--- src/rtl/i2c_seq_pkg.sv ---
// Shared encodings for the I2C register sequencer: FSM states, the
// read/write flag, and the length of the master-reset pulse used on abort.
package i2c_seq_pkg;

    localparam logic [3:0] ST_IDLE    = 4'd0;
    localparam logic [3:0] ST_START   = 4'd1;
    localparam logic [3:0] ST_ADDR    = 4'd2;
    localparam logic [3:0] ST_REG     = 4'd3;
    localparam logic [3:0] ST_DATA    = 4'd4;
    localparam logic [3:0] ST_RDWAIT  = 4'd5;
    localparam logic [3:0] ST_STOP    = 4'd6;
    localparam logic [3:0] ST_DONE    = 4'd7;
    localparam logic [3:0] ST_RECOVER = 4'd8;

    typedef enum logic [3:0] {
        IDLE    = ST_IDLE,
        START   = ST_START,
        ADDR    = ST_ADDR,
        REG     = ST_REG,
        DATA    = ST_DATA,
        RDWAIT  = ST_RDWAIT,
        STOP    = ST_STOP,
        DONE    = ST_DONE,
        RECOVER = ST_RECOVER
    } state_t;

    localparam logic RW_WRITE       = 1'b0;
    localparam logic RW_READ        = 1'b1;
    localparam int   RECOVER_CYCLES = 4;

endpackage

--- src/rtl/i2c_rr_arbiter.sv ---
// Round-robin pick: first asserted request at or above the pointer, with wrap.
// The pointer moves to the slot after the last winner when a transaction retires.
module i2c_rr_arbiter #(
    parameter int NREQ  = 2,
    parameter int PTR_W = (NREQ > 1) ? $clog2(NREQ) : 1
) (
    input  logic             clk,
    input  logic             reset,
    input  logic [NREQ-1:0]  req,
    input  logic             advance,
    input  logic [PTR_W-1:0] last,
    output logic             valid,
    output logic [PTR_W-1:0] pick
);

    logic [PTR_W-1:0]  ptr;
    logic [2*NREQ-1:0] rot;
    logic [PTR_W:0]    sum;

    always_comb begin
        valid = 1'b0;
        pick  = '0;
        sum   = '0;
        // Rotating the doubled vector puts the pointer slot at bit 0.
        rot   = {req, req} >> ptr;
        for (int k = 0; k < NREQ; k++) begin
            if (!valid && rot[k]) begin
                valid = 1'b1;
                sum   = {1'b0, ptr} + (PTR_W + 1)'(k);
                if (sum >= (PTR_W + 1)'(NREQ))
                    sum = sum - (PTR_W + 1)'(NREQ);
                pick  = sum[PTR_W-1:0];
            end
        end
    end

    always_ff @(posedge clk or posedge reset) begin
        if (reset)
            ptr <= '0;
        else if (advance)
            ptr <= (last == PTR_W'(NREQ - 1)) ? '0 : last + 1'b1;
    end

endmodule

--- src/rtl/i2c_reg_sequencer.sv ---
// Shares one I2C byte master among NREQ clients: arbitrates, runs single-byte
// register writes or current-address reads, and aborts hung transfers.
module i2c_reg_sequencer
    import i2c_seq_pkg::*;
#(
    parameter int NREQ    = 2,
    parameter int TIMEOUT = 2_000_000,
    parameter int TMO_W   = 21
) (
    input  logic              clk,
    input  logic              reset,
    input  logic [NREQ-1:0]   req,
    input  logic [NREQ-1:0]   req_rw,
    input  logic [7*NREQ-1:0] req_dev,
    input  logic [8*NREQ-1:0] req_reg,
    input  logic [8*NREQ-1:0] req_wdata,
    output logic [NREQ-1:0]   gnt,
    output logic [NREQ-1:0]   done,
    output logic              err,
    output logic [7:0]        rdata,
    output logic              m_start,
    input  logic              m_ready,
    output logic              m_send,
    output logic [7:0]        m_datasend,
    input  logic              m_sended,
    output logic              m_receive,
    input  logic [7:0]        m_datareceive,
    input  logic              m_received,
    output logic              m_rst_n
);

    localparam int PTR_W = (NREQ > 1) ? $clog2(NREQ) : 1;
    localparam int REC_W = (RECOVER_CYCLES > 1) ? $clog2(RECOVER_CYCLES) : 1;

    state_t           state;
    logic [PTR_W-1:0] win;
    logic             lat_rw;
    logic [7:0]       lat_reg;
    logic [7:0]       lat_wdata;
    logic [TMO_W-1:0] wdog;
    logic [REC_W-1:0] rec_cnt;
    logic             sended_q, received_q, ready_q;

    logic             arb_valid;
    logic [PTR_W-1:0] arb_pick;
    logic             sel_rw;
    logic [6:0]       sel_dev;
    logic [7:0]       sel_reg, sel_wdata;
    logic             sended_rise, received_rise, ready_rise;
    logic             wdog_hit, rec_last, advance;

    i2c_rr_arbiter #(.NREQ(NREQ), .PTR_W(PTR_W)) u_arb (
        .clk     (clk),
        .reset   (reset),
        .req     (req),
        .advance (advance),
        .last    (win),
        .valid   (arb_valid),
        .pick    (arb_pick)
    );

    always_comb begin
        sel_rw    = RW_WRITE;
        sel_dev   = '0;
        sel_reg   = '0;
        sel_wdata = '0;
        for (int k = 0; k < NREQ; k++) begin
            if (arb_pick == PTR_W'(k)) begin
                sel_rw    = req_rw[k];
                sel_dev   = req_dev[7*k +: 7];
                sel_reg   = req_reg[8*k +: 8];
                sel_wdata = req_wdata[8*k +: 8];
            end
        end
    end

    assign sended_rise   = m_sended & ~sended_q;
    assign received_rise = m_received & ~received_q;
    assign ready_rise    = m_ready & ~ready_q;
    // DONE and RECOVER are already retiring, so the watchdog leaves them alone.
    assign wdog_hit = (wdog == TMO_W'(TIMEOUT - 1)) && (state != IDLE)
                      && (state != DONE) && (state != RECOVER);
    assign rec_last = (state == RECOVER) && (rec_cnt == REC_W'(RECOVER_CYCLES - 1));
    assign advance  = (state == DONE) || rec_last;

    always_ff @(posedge clk or posedge reset) begin
        if (reset) begin
            state      <= IDLE;
            gnt        <= '0;
            done       <= '0;
            err        <= 1'b0;
            rdata      <= '0;
            m_start    <= 1'b1;
            m_send     <= 1'b0;
            m_receive  <= 1'b0;
            m_datasend <= '0;
            m_rst_n    <= 1'b1;
            win        <= '0;
            lat_rw     <= RW_WRITE;
            lat_reg    <= '0;
            lat_wdata  <= '0;
            wdog       <= '0;
            rec_cnt    <= '0;
            sended_q   <= 1'b0;
            received_q <= 1'b0;
            ready_q    <= 1'b0;
        end else begin
            sended_q   <= m_sended;
            received_q <= m_received;
            ready_q    <= m_ready;
            done       <= '0;
            if (state != IDLE)
                wdog <= wdog + 1'b1;

            if (wdog_hit) begin
                state     <= RECOVER;
                m_start   <= 1'b1;
                m_send    <= 1'b0;
                m_receive <= 1'b0;
                m_rst_n   <= 1'b0;
                rec_cnt   <= '0;
            end else begin
                case (state)
                    IDLE: if (m_ready && arb_valid) begin
                        gnt        <= NREQ'(1) << arb_pick;
                        win        <= arb_pick;
                        lat_rw     <= sel_rw;
                        lat_reg    <= sel_reg;
                        lat_wdata  <= sel_wdata;
                        wdog       <= '0;
                        m_start    <= 1'b0;
                        m_datasend <= {sel_dev, sel_rw};
                        state      <= START;
                    end
                    START: if (!m_ready) begin
                        m_start <= 1'b1;
                        state   <= ADDR;
                    end
                    ADDR: if (sended_rise) begin
                        if (lat_rw == RW_READ) begin
                            m_receive <= 1'b0;
                            state     <= RDWAIT;
                        end else begin
                            m_datasend <= lat_reg;
                            m_send     <= 1'b1;
                            state      <= REG;
                        end
                    end
                    REG: begin
                        if (sended_rise) begin
                            m_datasend <= lat_wdata;
                            m_send     <= 1'b1;
                            state      <= DATA;
                        end else if (!m_sended) begin
                            m_send <= 1'b0;
                        end
                    end
                    DATA: begin
                        if (sended_rise) begin
                            m_send <= 1'b0;
                            state  <= STOP;
                        end else if (!m_sended) begin
                            m_send <= 1'b0;
                        end
                    end
                    RDWAIT: if (received_rise) begin
                        rdata <= m_datareceive;
                        state <= STOP;
                    end
                    STOP: if (ready_rise)
                        state <= DONE;
                    DONE: begin
                        done  <= NREQ'(1) << win;
                        err   <= 1'b0;
                        gnt   <= '0;
                        state <= IDLE;
                    end
                    RECOVER: begin
                        if (rec_last) begin
                            m_rst_n <= 1'b1;
                            done    <= NREQ'(1) << win;
                            err     <= 1'b1;
                            gnt     <= '0;
                            state   <= IDLE;
                        end else begin
                            rec_cnt <= rec_cnt + 1'b1;
                        end
                    end
                    default: state <= IDLE;
                endcase
            end
        end
    end

endmodule

--- config.mk ---
export PLATFORM = sky130hd
export DESIGN_NAME = i2c_reg_sequencer
export DESIGN_NICKNAME = d
export VERILOG_FILES = /design/src/rtl/i2c_seq_pkg.sv /design/src/rtl/i2c_rr_arbiter.sv /design/src/rtl/i2c_reg_sequencer.sv
export SDC_FILE = /design/constraint.sdc
export NUM_CORES = 1
export LEC_CHECK = 0
export BUFFER_PORTS_ARGS = -buffer_cell sky130_fd_sc_hd__buf_4
export CAP_MARGIN = 20
export CORE_ASPECT_RATIO = 0.75
export CORE_MARGIN = 3
export CORE_UTILIZATION = 58
export DETAILED_ROUTE_END_ITERATION = 6
export MAX_ROUTING_LAYER = met4
export PLACE_DENSITY = 0.85
export SLEW_MARGIN = 5
export SYNTH_ARGS = -nofsm -noshare
export SYNTH_HDL_FRONTEND = slang
export SYNTH_SLANG_ARGS = --single-unit
--- constraint.sdc ---
create_clock -name clk -period 7.5 [get_ports clk]
set_input_delay 1.125 -clock clk [delete_from_list [all_inputs] [get_ports clk]]
set_output_delay 1.125 -clock clk [all_outputs]
set_load 0.005 [all_outputs]
==> impl_metrics.tcl <==
set metrics [dict create \
    yosysUniqueCellTypes 60 \
    run_status "complete, no violations" \
    critPathKind "reg -> reg" \
    setup_viol_count_final 0 \
    total_of_flip_flops_plus_latches_after_synthesis 73 \
    timing.slew.headroom_pct 32.07 \
    initial_core_util_pct 62.25 \
    dieHeight_um 75.71 \
    grt_start_max_net_pins 74 \
    dieWidth_um 98.94 \
    numPlacedInstances 538 \
    postRouteAntennaNets 0 \
    netlist_area_before_placement_um2 3757 \
    tritoncts_num_sinks 73 \
    grt_usage_pct 25.31 \
    cts.root.buffer_cell "sky130_fd_sc_hd__clkbuf_8" \
    registers.top_by_ff_count "wdog" \
    cp.required_ns 7.74 \
    ys.warnings.count 0 \
    yosys.area.top_type_share_pct 47.29 \
    drive_gt1_share_pct 27.52 \
    setup.worst_path.start_class "flip-flop" \
    portBuffers 86 \
    netlist_top_cells_area "sky130_fd_sc_hd__dfrtp_1 (47%), sky130_fd_sc_hd__nand2_1 (6.9%), sky130_fd_sc_hd__mux2i_1 (5.1%)" \
    drt_pre_antenna_iters 5 \
    cts_tree "built" \
    cts.reportedPaths.clkPinSlew_ns 0.08 \
    cts_max_level 3 \
    vias_per_cell 5.908 \
    cp_max_fo 24 \
    place_hpwl_mm 6.560 \
    postSynthCellCount 394 \
    min_path_type "reg -> reg" \
    library_cell_contributing_the_largest_single_delay_on_the_critical_path "sky130_fd_sc_hd__nor4_2" \
    crit_arrival_ns 3.45 \
    top_delay_family_on_crit_path "simple AND/OR/NAND/NOR gates" \
    cp_cell_sequence "nor4_2 > nor3_1 > and4_1 > or4_4 > mux2_4" \
    detailedPlace.worstSlack_ns 4.295 \
    antennaDiodeCount 0 \
    cts_setup_buffers 0 \
    syn-mean-instance-area_um2 9.536 \
    number_of_antenna_violations_at_the_first_check_in_global_routing 0 \
    yosysTopAreaCell "sky130_fd_sc_hd__dfrtp_1" \
    clock_latency_ns 0.35 \
    route.detailed.drc 0 \
    global_route_wire_length_before_repair_mm 14.41 \
    relative_area_change_from_synthesis_to_final_layout_pct 24.51 \
    synth.yosys.seq_area_share_pct 48.68 \
    setup.worst_path.end_class "flip-flop" \
    max_buffers_root_to_sink 2 \
    hold_path_depth 1 \
    skew_ns 0.004770 \
    tightestPinTransition_ns 1.015 \
    drt-initial-drc-count 267 \
    routed_wire_length_per_instance_um 16.90 \
    top_level_ports 88 \
    yosys-top-cells-count "sky130_fd_sc_hd__dfrtp_1 (71), sky130_fd_sc_hd__nand2_1 (69), sky130_fd_sc_hd__nor2_1 (45)" \
    setup_tns_ns 0 \
    synth-main-ff-cell "sky130_fd_sc_hd__dfrtp_1" \
    std_cell_rows 24 \
    cts-buffers-inserted 9 \
    layout_min_cycle_time_ns 3.217 \
    gp_routability_congestion 0.9423 \
    synthMostInstantiatedCell "sky130_fd_sc_hd__dfrtp_1" \
    global_route.overflow_total 0 \
    core_area_um2 6036 \
    ff2ff_path_depth 5 \
    synth_nets 459 \
    ys_async_sr_fraction_pct 100.0 \
    vias_in_the_first_global_route 2947 \
    critPathMaxStageDelay_ns 0.98 \
    total_vias_in_the_final_route 3273 \
    cellLeakagePower_uw 0.002175 \
    max-cap-violations 0 \
    setup_slack_ns 4.283 \
    synth_edf_count 0 \
    achievable_clock_frequency_ghz 0.3108 \
    fin_nets 536 \
    finalHoldViolCount 0 \
    total_detailed_routing_wirelength_mm 9.361 \
    finish.cell_count_without_fillers 554 \
    period_share_pct 42.90 \
    grt_setup_unrepaired "false" \
    maxSlewViolCount 0 \
    largest_register_ff_count 21 \
    pwr_density_cell_nw_per_um2 341.1 \
    timing.critical_path.depth 5 \
    cts_hold_buf 0 \
    die_ar_um2 7490 \
    cts_resized 0 \
    power.ir.vdd_worst_mv 0.1778 \
    crit_buf_inv 0 \
]
[power by group]
| group | switching, µW | internal, µW | leakage [µW] |
|---|---|---|---|
| clock network | 146 | 206 | 0.000109 |
| registers | 129 | 524 | 0.000911 |
| logic | 282 | 310 | 0.00116 |
[placed cells by master, fill, tap and decap left out, types with 2 or more instances in the layout]
cell type	count
sky130_fd_sc_hd__and3_1	3
sky130_fd_sc_hd__and4_1	2
sky130_fd_sc_hd__nor2b_1	6
sky130_fd_sc_hd__a32oi_1	2
sky130_fd_sc_hd__nand4_1	6
sky130_fd_sc_hd__and3b_1	2
sky130_fd_sc_hd__clkinvlp_4	2
sky130_fd_sc_hd__nor3_1	5
sky130_fd_sc_hd__nand2_1	69
sky130_fd_sc_hd__o21a_1	2
sky130_fd_sc_hd__o31ai_1	3
sky130_fd_sc_hd__nand3_1	5
sky130_fd_sc_hd__nand3b_1	2
sky130_fd_sc_hd__xnor2_1	3
sky130_fd_sc_hd__inv_1	4
sky130_fd_sc_hd__o21ai_0	19
sky130_fd_sc_hd__o21bai_1	2
sky130_fd_sc_hd__mux2i_1	19
sky130_fd_sc_hd__ha_1	2
sky130_fd_sc_hd__bufinv_16	2
sky130_fd_sc_hd__mux2_4	8
sky130_fd_sc_hd__a31oi_1	19
sky130_fd_sc_hd__or4_1	2
sky130_fd_sc_hd__nand2b_1	6
sky130_fd_sc_hd__nor4_1	4
sky130_fd_sc_hd__a21oi_1	13
sky130_fd_sc_hd__a221o_1	2
sky130_fd_sc_hd__mux2_2	8
sky130_fd_sc_hd__clkbuf_8	11
sky130_fd_sc_hd__nor2_1	44
sky130_fd_sc_hd__dfrtp_1	71
sky130_fd_sc_hd__a22oi_1	9
sky130_fd_sc_hd__buf_4	87
sky130_fd_sc_hd__dfstp_2	2
[cell type report]
cell class / instances / area (µm²)
Clock buffer: 12 / 155.1
Clock inverter: 4 / 75.07
Fill cell: 389 / 1358
Inverter: 5 / 18.77
Multi-Input combinational cell: 293 / 1810
Sequential cell: 73 / 1829
Tap cell: 78 / 97.59
Timing Repair Buffer: 89 / 691.9
[final timing paths]
| path | startpoint | to | slack (ns) |
|---|---|---|---|
| hold / removal | win$_DFFE_PP0P_ | done[0]$_DFF_PP0_ | 0.48 |
| min in group asynchronous | reset | rdata[0]$_DFFE_PP0P_ | 1.04 |
| hold reg to reg | win$_DFFE_PP0P_ | done[0]$_DFF_PP0_ | 0.48 |
| max in group asynchronous | reset | lat_reg[7]$_DFFE_PP0P_ | 5.88 |
| setup / recovery | state[0]$_DFFE_PP0P_ | m_datasend[3]$_DFFE_PP0P_ | 4.28 |
| setup reg to reg | state[0]$_DFFE_PP0P_ | m_datasend[3]$_DFFE_PP0P_ | 4.28 |
[per-stage QoR]
step / area [µm²] / total power (µW) / hold WS (ns) / utilization, %
2_1_floorplan: 3757 / 1018 / 0.4175 / -
3_3_place_gp: 4409 / 1198 / 0.4557 / 73.05
3_5_place_dp: 4448 / 1239 / 0.4662 / 73.69
4_1_cts: 4678 / 1594 / 0.4680 / 77.51
5_1_grt: 4678 / 1694 / 0.4744 / 77.51
6_report: 4678 / 1596 / 0.4757 / 77.51
[cells by family (layout without fill, tap and decap cells)]
kind of cell               Yosys count  in the layout  share of synthesized area [%]
adders and majority gates            2              2                         0.6659
xor gates and xnor gates             3              3                         0.6994
DFF                                 73             73                          48.68
other                                1              1                        0.09980
buffers and inverters               28            110                          3.197
muxes                               35             35                          10.66
and+or+nand+nor                    171            171                          22.14
AOI/OAI and AO/OA                   81             81                          13.85
[metal layers]
| metal | GRT usage (%) | wire (µm) |
|---|---|---|
| met1 | 35.02 | 4199 |
| met2 | 37.65 | 4177 |
| met3 | 6.496 | 862 |
| met4 | 6.667 | 121 |
| met5 | - | 0 |
Power figures use the tool's default switching activity.
